**src/rtl/serpent_pkg.sv**
```systemverilog
// Shared Serpent-128 types, LT constants and the LT function for the round datapath.
// Latency: combinational helpers only.
// Backpressure: none.
package serpent_pkg;

    typedef enum logic [1:0] {
        S_IDLE  = 2'd0,
        S_ROUND = 2'd1,
        S_FINAL = 2'd2,
        S_DONE  = 2'd3
    } state_t;

    localparam int RC_W = 6;

    localparam int LT_ROT_A = 13;
    localparam int LT_ROT_B = 3;
    localparam int LT_ROT_C = 1;
    localparam int LT_ROT_D = 7;
    localparam int LT_ROT_E = 5;
    localparam int LT_ROT_F = 22;
    localparam int LT_SHL_A = 3;
    localparam int LT_SHL_B = 7;

    function automatic logic [31:0] rotl32(input logic [31:0] x, input int n);
        return (x << n) | (x >> (32 - n));
    endfunction

    // Operates on {w3,w2,w1,w0}; the inverse LT for decrypt will sit next to this.
    function automatic logic [127:0] serpent_lt(input logic [127:0] x);
        logic [31:0] x0, x1, x2, x3;
        x0 = x[31:0];
        x1 = x[63:32];
        x2 = x[95:64];
        x3 = x[127:96];
        x0 = rotl32(x0, LT_ROT_A);
        x2 = rotl32(x2, LT_ROT_B);
        x1 = x1 ^ x0 ^ x2;
        x3 = x3 ^ x2 ^ (x0 << LT_SHL_A);
        x1 = rotl32(x1, LT_ROT_C);
        x3 = rotl32(x3, LT_ROT_D);
        x0 = x0 ^ x1 ^ x3;
        x2 = x2 ^ x3 ^ (x1 << LT_SHL_B);
        x0 = rotl32(x0, LT_ROT_E);
        x2 = rotl32(x2, LT_ROT_F);
        return {x3, x2, x1, x0};
    endfunction

endpackage

```
**src/rtl/serpent_round_ctrl.sv**
```systemverilog
// Iterative Serpent-128 encryption around an external bitsliced S-box stage (SERPENT_OUT_HOLD_EN adds DONE hold).
// Latency: o_valid in the cycle after edge NUM_ROUNDS+1, edge 0 being the start-accepting edge.
// Backpressure: i_start ignored while busy; with SERPENT_OUT_HOLD_EN the result is held until i_out_ready.
module serpent_round_ctrl
    import serpent_pkg::*;
#(
    parameter int NUM_ROUNDS = 32
) (
    input  logic         i_clk,
    input  logic         i_rst_n,
    input  logic         i_start,
    input  logic [127:0] i_block,
    output logic         o_busy,
    output logic [5:0]   o_rk_index,
    input  logic [127:0] i_rk,
    output logic [2:0]   o_sbox_index,
    output logic [31:0]  o_sbox_word_0,
    output logic [31:0]  o_sbox_word_1,
    output logic [31:0]  o_sbox_word_2,
    output logic [31:0]  o_sbox_word_3,
    input  logic [31:0]  i_sbox_word_0,
    input  logic [31:0]  i_sbox_word_1,
    input  logic [31:0]  i_sbox_word_2,
    input  logic [31:0]  i_sbox_word_3,
    input  logic         i_out_ready,
    output logic         o_valid,
    output logic [127:0] o_data
);

    localparam logic [RC_W-1:0] LAST_R = RC_W'(NUM_ROUNDS - 1);
    localparam logic [RC_W-1:0] FIN_RK = RC_W'(NUM_ROUNDS);

    state_t            state_q, state_d;
    logic [RC_W-1:0]   r_q, r_d;
    logic [127:0]      st_q, st_d;
    logic [127:0]      data_q, data_d;
    logic [127:0]      sbox_out;
    logic [127:0]      mixed;

    assign mixed    = st_q ^ i_rk;
    assign sbox_out = {i_sbox_word_3, i_sbox_word_2, i_sbox_word_1, i_sbox_word_0};

    assign {o_sbox_word_3, o_sbox_word_2, o_sbox_word_1, o_sbox_word_0} = mixed;
    assign o_sbox_index = r_q[2:0];
    assign o_busy       = (state_q != S_IDLE);
    assign o_data       = data_q;

`ifdef SERPENT_OUT_HOLD_EN
    assign o_valid = (state_q == S_DONE);
`else
    logic valid_q, valid_d;
    logic unused_out_ready;
    assign unused_out_ready = i_out_ready;
    assign o_valid = valid_q;
`endif

    always_comb begin
        state_d    = state_q;
        r_d        = r_q;
        st_d       = st_q;
        data_d     = data_q;
        o_rk_index = '0;
`ifndef SERPENT_OUT_HOLD_EN
        valid_d    = 1'b0;
`endif
        case (state_q)
            S_IDLE: begin
                if (i_start) begin
                    st_d    = i_block;
                    r_d     = '0;
                    state_d = S_ROUND;
                end
            end
            S_ROUND: begin
                o_rk_index = r_q;
                // The last S-box round skips LT; the final key XOR replaces it.
                if (r_q == LAST_R) begin
                    st_d    = sbox_out;
                    state_d = S_FINAL;
                end else begin
                    st_d = serpent_lt(sbox_out);
                    r_d  = r_q + RC_W'(1);
                end
            end
            S_FINAL: begin
                o_rk_index = FIN_RK;
                data_d     = mixed;
`ifdef SERPENT_OUT_HOLD_EN
                state_d    = S_DONE;
`else
                valid_d    = 1'b1;
                state_d    = S_IDLE;
`endif
            end
            S_DONE: begin
`ifdef SERPENT_OUT_HOLD_EN
                if (i_out_ready) state_d = S_IDLE;
`else
                state_d = S_IDLE;
`endif
            end
            default: state_d = S_IDLE;
        endcase
    end

    always_ff @(posedge i_clk or negedge i_rst_n) begin
        if (!i_rst_n) begin
            state_q <= S_IDLE;
            r_q     <= '0;
            st_q    <= '0;
            data_q  <= '0;
`ifndef SERPENT_OUT_HOLD_EN
            valid_q <= 1'b0;
`endif
        end else begin
            state_q <= state_d;
            r_q     <= r_d;
            st_q    <= st_d;
            data_q  <= data_d;
`ifndef SERPENT_OUT_HOLD_EN
            valid_q <= valid_d;
`endif
        end
    end

endmodule

```
**config.mk**
```make
export PLATFORM = sky130hd
export DESIGN_NAME = serpent_round_ctrl
export DESIGN_NICKNAME = d
export VERILOG_FILES = /design/src/rtl/serpent_pkg.sv /design/src/rtl/serpent_round_ctrl.sv
export SDC_FILE = /design/constraint.sdc
export NUM_CORES = 1
export LEC_CHECK = 0
export CAP_MARGIN = 20
export CORE_AREA = 4 4 250 252
export DETAILED_ROUTE_END_ITERATION = 16
export DIE_AREA = 0 0 254 256
export SYNTH_ARGS = -nofsm -noshare
export SYNTH_HDL_FRONTEND = slang
export SYNTH_SLANG_ARGS = --single-unit
```
**constraint.sdc**
```tcl
create_clock -name i_clk -period 5.6 [get_ports i_clk]
set_input_delay 0.84 -clock i_clk [delete_from_list [all_inputs] [get_ports i_clk]]
set_output_delay 0.84 -clock i_clk [all_outputs]
set_load 0.02 [all_outputs]
```
==> results of run 1 <==
-- metrics by stage --
step	hold slack, ns	std cells	util, %
after detailed placement	0.494	2610	38.1
after CTS	0.245	2674	40.1
final	0.249	2687	40.2
after global routing	0.273	2683	40.2
after floorplan	0.492	1253	-
after global placement	0.489	2610	38.1
-- layer usage --
metal / vias to the layer above / wire [um] / global-route usage, %
li1: 5850 / - / -
met1: 6924 / 32500 / 30.1
met2: 789 / 38800 / 39.5
met3: 140 / 8020 / 7.62
met4: 22 / 3090 / 9.43
met5: - / 157 / 0
-- cell families (layout without fill, tap and decap cells) --
kind of cell / after synthesis / in the layout / synth area share (%)
compound gates: 270 / 270 / 13.9
flops: 265 / 265 / 42.6
xor+xnor: 258 / 258 / 25.3
simple gates: 228 / 228 / 5.84
mux: 130 / 130 / 9.39
buf+inv: 97 / 736 / 2.53
fa+ha+maj: 5 / 5 / 0.402
other cells: 0 / 13 / 0
-- state kept, by name, summed over array words and instances (netlist names) --
register / count
o_data: 128
o_valid: 1
r_q: 6
st_q: 128
state_q: 2
-- power by group through the flow --
stage	Sequential [W]	Clock, W	Combinational [W]
after detailed placement	0.00307	0	0.00560
after floorplan	0.00273	0	0.00323
final	0.00303	0.00243	0.00563
after CTS	0.00305	0.00250	0.00564
after global routing	0.00309	0.00255	0.00598
after global placement	0.00307	0	0.00554
-- area by class of cell --
class	count	area [sq um]	area share [%]
clock inverter	15	210	0.870
inverter	6	25.0	0.104
tap	782	978	4.05
clock buffer	49	991	4.10
timing repair buffer	666	6690	27.7
antenna	13	32.5	0.135
multi-input combinational	891	8600	35.6
sequential	265	6630	27.5
-- worst max-delay path by stage --
stage / cells past startpoint / end / from / slack [ns]
2_1_floorplan: 6 / o_rk_index[5] / state_q[0] / 3.01
3_3_place_gp: 5 / st_q[9] / i_sbox_word_0[22] / 2.27
3_5_place_dp: 5 / st_q[9] / i_sbox_word_0[22] / 2.27
4_1_cts: 4 / o_rk_index[4] / state_q[1] / 1.83
5_1_grt: 4 / o_rk_index[4] / state_q[1] / 1.71
6_report: 4 / o_rk_index[4] / state_q[1] / 1.80
-- worst register-to-register path, cell delays in order, from the launching register on --
cell and delay, ns:
dfrtp_1 0.42, inv_1 0.12, ha_1 0.61, and2_1 0.54, and2_4 0.71, buf_12 0.40, a222oi_1 0.28, a21oi_1 0.21
-- synthesized netlist by cell type (2+ instances only) --
cell type	count
dfrtp_1	265
nor2_1	137
mux2_2	129
xor2_1	128
xnor3_1	68
nand2_1	66
clkbuf_1	63
o22a_1	63
a221o_1	62
a21oi_1	55
xor3_1	46
a222oi_1	26
a31oi_1	19
o21ai_0	18
buf_2	15
a41oi_1	13
xnor2_1	12
buf_1	10
nand3_1	10
nand2b_1	7
and2_1	6
inv_1	6
ha_1	5
o211a_1	5
xnor3_2	4
buf_4	3
o221a_2	2
==> metrics.md, run 1 <==
| Metric | Value |
|---|---|
| Status | `finished, final reports clean` |
| Pin count of the biggest net entering global routing | `100` |
| Max-slew headroom | `27.4%` |
| Clock Skew | `0.0246 ns` |
| Placed Area | `22900 sq um` |
| Core area | `60100 sq um` |
| Root buffer cell | `clkbuf_16` |
| ANT nets after route | `0` |
| Initial DRT Pass Iterations | `6` |
| Initial antenna violation count | `28` |
| DIE WIDTH | `254 um` |
| WS Path Type | `flip-flop to output pin` |
| Post-synth cell types | `37` |
| Vias in the first global route | `14600` |
| Sequential Power Share | `27.3%` |
| Gate power share | `50.8%` |
| Setup-failing EPs final | `0` |
| Final instance area | `24200 sq um` |
| TritonCTS Buffers | `36` |
| Sw frac | `41.8%` |
| Clock Power Share | `21.9%` |
| DR iter-0 viols | `1136` |
| Register bit total from synthesis | `265` |
| Gr usage total | `24.3%` |
| Crit path max-delay family | `buffers and inverters` |
| Clock sinks | `265` |
| Global-route wire length before repair | `112 mm` |
| Post-synth top area share | `42.6%` |
| Setup TNS | `0 ns` |
| Cell Rows | `90` |
| Reg2Reg Depth | `7` |
| Measured slew at the worst slew-check pin | `1.07 ns` |
| Max stage delay cell, worst path | `clkdlybuf4s50_1` |
| HP Class | `input port to async pin` |
| IO Pins | `655` |
| Fin crit period | `3.80 ns` |
| Worst path max stage delay | `0.73 ns` |
| RR Startpoint | `state_q[1]` |
| Most used flip-flop cell after synthesis | `dfrtp_1` |
| Hold Buf Count CTS | `0` |
| Via count | `13700` |
| Post-synth design cell area | `15600 sq um` |
| Final Max Slew Viols | `0` |
| Area leader, netlist | `dfrtp_1` |
| Setup crit start kind | `flip-flop` |
| Number of fill cells | `5772` |
| DRC | `0` |
| Layout cells sized above 1 | `11.2%` |
| Internal Pwr Total | `0.00646 W` |
| Power, Total | `0.0111 W` |
| Clock-pin slew on the worst setup and hold paths | `0.06 ns` |
| Gate Count Post-Synth | `1253` |
| CTS resizes | `0` |
| Yosys Warn Count | `0` |
| RSZ-0062 raised after global routing | `false` |
| Syn nets | `1646` |
| Max IR drop VDD | `0.000298 V` |
| Port buffer count | `653` |
| Buf/Inv on CP | `2` |
| NetSw | `0.00463 W` |
| Number of enable flip-flop cells after synthesis | `0` |
| Critical path endpoint category | `output pin` |
| Initial Util | `25.9%` |
| PD cells | `459 nW/um^2` |
| WL/cell | `30.7 um` |
| Chip height | `256 um` |
| Post-DP HPWL | `64.9 mm` |
| # nets final | `2259` |
| Synth Area per Inst | `12.4 sq um` |
| Worst reg2reg endpoint | `st_q[74]` |
| Final hold violations | `0` |
| CTS tree | `built` |
| Worst slack, placed | `2.27 ns` |
| Drt via density | `5.11` |
| Worst Path Required | `4.76 ns` |
| Synth top area cells | `dfrtp_1, xnor3_1, mux2_2` |
| CP Data Arrival Time | `2.96 ns` |
| Final RePlAce weighted congestion | `0.864` |
| R2R setup slack | `2.23 ns` |
| Maximum Capacitance Violations | `0` |
| Most common cell after layout, fill and taps aside | `clkdlybuf4s50_1` |
| Fmax | `263 MHz` |
| Final worst setup slack | `1.80 ns` |
| Clk_lat worst skew | `0.56 ns` |
| Post-synthesis sequential area ratio | `42.6%` |
| Die area | `65000 sq um` |
| Clock buffer depth | `3` |
| CTS H-tree lvls | `2` |
| Asr flop ratio synth | `100%` |
| CP cell instances | `inv_1 -> ha_1 -> and2_1 -> clkdlybuf4s50_1` |
| Most frequent cells in the layout | `clkdlybuf4s50_1, dfrtp_1, nor2_1` |
| Grt ovf | `0` |
| Period utilization | `67.9%` |
| Area Overhead vs Synth | `55.1%` |
| Final WL | `82.6 mm` |
| Pleak | `10.7 nW` |
| Post-CTS Repair Setup Buffers | `0` |
| Crit Path Max Fanout | `15` |
Note: power is estimated with default switching activity, not from simulation.
==> run 2, diff against run 1 <==
--- a/config.mk
+++ b/config.mk
@@ -6,9 +6,9 @@
 export NUM_CORES = 1
 export LEC_CHECK = 0
 export CAP_MARGIN = 20
-export CORE_AREA = 4 4 250 252
+export CORE_AREA = 4 4 251 253
 export DETAILED_ROUTE_END_ITERATION = 16
-export DIE_AREA = 0 0 254 256
+export DIE_AREA = 0 0 255 257
 export SYNTH_ARGS = -nofsm -noshare
 export SYNTH_HDL_FRONTEND = slang
 export SYNTH_SLANG_ARGS = --single-unit
==> constraint.sdc (replaced) <==
create_clock -name i_clk -period 3.9 [get_ports i_clk]
set_input_delay 0.585 -clock i_clk [delete_from_list [all_inputs] [get_ports i_clk]]
set_output_delay 0.585 -clock i_clk [all_outputs]
set_load 0.02 [all_outputs]
==> run 2 against run 1 <==
- die area increased by 0.79%
- largest power group unchanged
- sequential share of layout area decreased by 0.27 points
- clock power increased by 44%
- register-to-register slack got worse by 1.2 ns
- global-route usage about the same
- critical path depth increased by 1
- total power increased by 45%
- largest cell class unchanged
- worst hold slack improved by 0.25 ns
- final cell count increased by 0.97%
==> metrics.md, run 2 (same netlist as run 1, synthesis figures left out) <==
| Metric | Value |
|---|---|
| Critical path endpoint category | `output pin` |
| Vias in the first global route | `14500` |
| Number of fill cells | `5816` |
| Fmax | `287 MHz` |
| TritonCTS Buffers | `37` |
| Setup crit start kind | `flip-flop` |
| Worst Min Path Start | `o_data[75]` |
| CTS H-tree lvls | `2` |
| Core area | `61000 sq um` |
| Most common cell after layout, fill and taps aside | `clkdlybuf4s50_1` |
| DRC | `0` |
| Gr usage total | `24.3%` |
| ANT nets after route | `0` |
| Layout cells sized above 1 | `11.9%` |
| Setup crit start | `state_q[1]` |
| RSZ-0062 raised after global routing | `false` |
| Port buffer count | `653` |
| Post-CTS Repair Setup Buffers | `0` |
| DR iter-0 viols | `1174` |
| Setup TNS | `0 ns` |
| Measured slew at the worst slew-check pin | `0.911 ns` |
| Clock sinks | `265` |
| Max-slew headroom | `39.3%` |
| Power, Total | `0.0161 W` |
| Clk_lat worst skew | `0.55 ns` |
| Status | `finished, final reports clean` |
| Pin count of the biggest net entering global routing | `130` |
| Crit Path Max Fanout | `15` |
| HP Class | `flip-flop to flip-flop` |
| CTS resizes | `0` |
| Post-layout util | `40.0%` |
| CTS tree | `built` |
| RR Startpoint | `state_q[1]` |
| Setup-failing EPs final | `0` |
| Area Overhead vs Synth | `56.7%` |
| Worst Path Required | `3.31 ns` |
| Clock-pin slew on the worst setup and hold paths | `0.06 ns` |
| Clock buffer depth | `3` |
| Clock Skew | `0.0195 ns` |
| WS Path Type | `flip-flop to output pin` |
| IO Pins | `655` |
| Post-DP HPWL | `65.0 mm` |
| Period utilization | `89.5%` |
| CP cell instances | `inv_1 -> ha_1 -> and2_1 -> buf_4 -> clkdlybuf4s50_1` |
| PD cells | `659 nW/um^2` |
| Global-route wire length before repair | `113 mm` |
| Max stage delay cell, worst path | `ha_1` |
| Final Max Slew Viols | `0` |
| Drt via density | `5.03` |
| Most frequent cells in the layout | `clkdlybuf4s50_1, dfrtp_1, nor2_1` |
| Fin crit period | `3.49 ns` |
| Grt ovf | `0` |
| Hold Buf Count CTS | `1` |
| Final hold violations | `0` |
| Initial DRT Pass Iterations | `8` |
| Max IR drop VDD | `0.000407 V` |
| Final WL | `82.9 mm` |
| Pleak | `10.8 nW` |
| Chip height | `257 um` |
| CP Data Arrival Time | `2.90 ns` |
| Initial Util | `25.5%` |
| Worst path max stage delay | `0.64 ns` |
| # nets final | `2274` |
| Via count | `13600` |
| Cell Rows | `91` |
| DIE WIDTH | `255 um` |
| WL/cell | `30.6 um` |
| Die area | `65500 sq um` |
| Initial antenna violation count | `37` |
| Final RePlAce weighted congestion | `0.865` |
| Maximum Capacitance Violations | `0` |
| Root buffer cell | `clkbuf_16` |
run 2: cell count changes in the layout (fill, tap and decap cells not counted), sizes merged:
cell,delta
inv,-2
clkinvlp,+3
clkbuf,+3
clkinv,-5
dlygate4sd3,+1
bufinv,-2
diode,+7
buf,+13
run 2: path summary, 6_finish.rpt:
kind                                       to  depth (start not counted)  slack [ns]
worst min-delay path               o_data[75]                          1        0.50
worst min register to register     o_data[75]                          1        0.50
max in group asynchronous           o_data[6]                          3        2.13
min in group asynchronous         o_data[109]                          2        0.58
worst max register to register       st_q[92]                          7        0.99
worst max-delay path            o_rk_index[4]                          5        0.41
run 2: stage by stage:
step	instance area, sq um	instances	worst slack [ns]	hold WS [ns]
5_1_grt	24400	2705	0.332	0.517
3_5_place_dp	23100	2630	0.894	0.494
3_3_place_gp	23100	2630	0.906	0.488
4_1_cts	24300	2692	0.410	0.507
6_report	24400	2713	0.411	0.502
2_1_floorplan	15600	1253	1.57	0.289
run 2: worst max-delay path: cells and delay by family (launching register included):
kind | cells | cell delay (ns)
fa+ha+maj | 1 | 0.64
buf+inv | 3 | 0.94
flops | 1 | 0.42
simple gates | 1 | 0.36
run 2: layout make-up:
type                       count  area (sq um)  area share, %
clock inverter                 9           130          0.533
tap                          790           988           4.05
clock buffer                  52          1080           4.44
inverter                       6          25.0          0.103
sequential                   265          6630           27.2
timing repair buffer         680          6880           28.2
multi-input combinational    891          8600           35.3
antenna                       20          50.0          0.205
run 2: metal layers:
layer  vias to the layer above  part of all wire, %  global-route usage (%)
li1                       5899                    -                       -
met1                      6841                   40                    29.8
met2                       732                   47                    40.2
met3                       137                  9.6                    8.64
met4                        30                  3.3                    7.17
met5                         -                 0.25                       0
run 2: report_power, final:
part	total [W]	switching [W]	internal (W)
logic	0.00819	0.00443	0.00375
registers	0.00441	0.000913	0.00349
clock network	0.00349	0.00137	0.00212
==> run 3, diff against run 2 <==
--- a/config.mk
+++ b/config.mk
@@ -9,6 +9,7 @@
 export CORE_AREA = 4 4 251 253
 export DETAILED_ROUTE_END_ITERATION = 16
 export DIE_AREA = 0 0 255 257
+export MAX_ROUTING_LAYER = met4
 export SYNTH_ARGS = -nofsm -noshare
 export SYNTH_HDL_FRONTEND = slang
 export SYNTH_SLANG_ARGS = --single-unit
==> run 3 against run 2 <==
- design area down 0.36%
- non-clock buffer count down 2
- worst setup slack worse by 0.043 ns
- die area unchanged
- register-to-register slack worse by 0.04 ns
- clock power down 5%
- critical path depth unchanged
- via count down 0.33%
- flip-flop and latch count unchanged
- utilization down 0.14 points
- largest cell class unchanged
- clock-buffer cell count up 2
==> metrics.md, run 3 (same netlist as run 1, synthesis figures left out) <==
| Metric | Value |
|---|---|
| Setup-failing EPs final | `0` |
| Initial DRT Pass Iterations | `6` |
| Fin crit period | `3.53 ns` |
| Clock-pin slew on the worst setup and hold paths | `0.06 ns` |
| Pleak | `10.8 nW` |
| Root buffer cell | `clkbuf_16` |
| Internal Pwr Total | `0.00919 W` |
| CP Data Arrival Time | `2.95 ns` |
| Top Layer Used | `met4` |
| Crit path max-delay family | `buffers and inverters` |
| Initial antenna violation count | `28` |
| Worst path max stage delay | `0.63 ns` |
| Setup crit start kind | `flip-flop` |
| Routed length on met1 | `34.0 mm` |
| Period utilization | `90.6%` |
| Max stage delay cell, worst path | `ha_1` |
| # nets final | `2272` |
| Clock buffer depth | `3` |
| Global-route wire length before repair | `112 mm` |
| Grt ovf | `0` |
| Sw frac | `41.9%` |
| DIE WIDTH | `255 um` |
| PD cells | `650 nW/um^2` |
| Non-filler cells, final | `2720` |
| Max-slew headroom | `41.7%` |
| Final RePlAce weighted congestion | `0.896` |
| Worst slack, placed | `0.920 ns` |
| Pin count of the biggest net entering global routing | `130` |
| Clock Skew | `0.0159 ns` |
| Cell depth of the worst setup path | `5` |
| CTS H-tree lvls | `2` |
| Core area | `61000 sq um` |
| Clk_lat worst skew | `0.54 ns` |
| Final hold violations | `0` |
| Post-CTS Repair Setup Buffers | `0` |
| Most common cell after layout, fill and taps aside | `clkdlybuf4s50_1` |
| IO Pins | `655` |
| Final worst setup slack | `0.367 ns` |
| Clock Power Share | `20.9%` |
| Max IR drop VDD | `0.000530 V` |
| Area Overhead vs Synth | `56.1%` |
| Reg2Reg Depth | `7` |
| Vias in the first global route | `14500` |
| CP cell instances | `inv_1 -> ha_1 -> and2_1 -> buf_4 -> clkdlybuf4s50_1` |
| WL/cell | `30.3 um` |
| WS Path Type | `flip-flop to output pin` |
| Drt via density | `5.00` |
| Gr usage total | `24.9%` |
| HP Class | `input port to async pin` |
| Fmax | `283 MHz` |
| Status | `finished, final reports clean` |
| CTS resizes | `0` |
| Cell Rows | `91` |
| DR iter-0 viols | `1130` |
| CTS tree | `built` |
| Gate power share | `51.3%` |
| Number of fill cells | `5834` |
| Post-layout util | `39.8%` |
| Sequential Power Share | `27.8%` |
| Post-DP HPWL | `64.9 mm` |
| Critical path endpoint category | `output pin` |
| Port buffer count | `653` |
| Layout cells sized above 1 | `11.6%` |
| ANT nets after route | `0` |
| Final Max Slew Viols | `0` |
| Maximum Capacitance Violations | `0` |
| Met2 Routed Length | `39.1 mm` |
| Most frequent cells in the layout | `clkdlybuf4s50_1, dfrtp_1, nor2_1` |
| DRC | `0` |
| RSZ-0062 raised after global routing | `false` |
| Buf/Inv on CP | `3` |
| Hold Buf Count CTS | `0` |
| Final WL | `82.4 mm` |
| Chip height | `257 um` |
| Worst Path Required | `3.31 ns` |
| TritonCTS Buffers | `37` |
| Power, Total | `0.0158 W` |
| WL met3 | `6.76 mm` |
| Setup TNS | `0 ns` |
| Crit Path Max Fanout | `15` |
| NetSw | `0.00662 W` |
| Measured slew at the worst slew-check pin | `0.875 ns` |
| Cells after DPL | `2630` |
| Die area | `65500 sq um` |
| Clock sinks | `265` |
| Via count | `13600` |
| Initial Util | `25.5%` |
run 3: changes by cell type in the layout (fill, tap and decap cells not counted), sizes merged:
cell         previous run  this run
clkinv                  2         3
bufinv                  3         2
buf                    27        26
clkinvlp                4         3
diode                  20        28
dlygate4sd3             1         0
clkbuf                 52        54
run 3: final cells by class:
cell class              instances  area (sq um)  area share (%)
flip-flops and latches        265          6630            27.3
well taps                     790           988            4.07
clock inverters                 8          97.6           0.401
inverters                       6          25.0           0.103
multi-input cells             891          8600            35.4
diodes                         28          70.1           0.288
repair buffers                678          6840            28.1
clock buffers                  54          1050            4.32
run 3: per-stage QoR:
step                      hold slack [ns]  area [sq um]
after floorplan                     0.289         15600
after global placement              0.488         23100
after detailed placement            0.494         23100
after CTS                           0.115         24200
after global routing                0.159         24300
final                               0.114         24300
run 3: worst paths after layout:
kind | startpoint | to | slack (ns)
max in group asynchronous | i_rst_n | o_data[87] | 2.82
setup reg to reg | state_q[1] | st_q[99] | 0.95
hold / removal | i_rst_n | o_data[109] | 0.11
setup / recovery | state_q[1] | o_rk_index[4] | 0.37
hold reg to reg | o_data[60] | o_data[60] | 0.50
min in group i_clk | o_data[60] | o_data[60] | 0.50
run 3: power by group through the flow:
| stage | combinational, W | sequential (W) | clock [W] |
|---|---|---|---|
| CTS | 0.00815 | 0.00441 | 0.00344 |
| detailed placement | 0.00809 | 0.00445 | 0 |
| finish | 0.00811 | 0.00439 | 0.00331 |
| floorplan | 0.00464 | 0.00393 | 0 |
| global placement | 0.00801 | 0.00445 | 0 |
| global route | 0.00861 | 0.00447 | 0.00353 |
run 3: worst reg2reg max path, stage by stage (launching register included):
cell,delay (ns)
dfrtp_1,0.43
inv_1,0.11
ha_1,0.63
and2_1,0.40
and2_4,0.58
buf_12,0.31
a221o_1,0.31
o22a_1,0.12
run 3: layer usage:
layer | GRT usage, % | vias up
met3 | 6.37 | 111
li1 | - | 5904
met5 | - | -
met4 | 7.78 | 0
met1 | 31.1 | 6902
met2 | 39.7 | 677
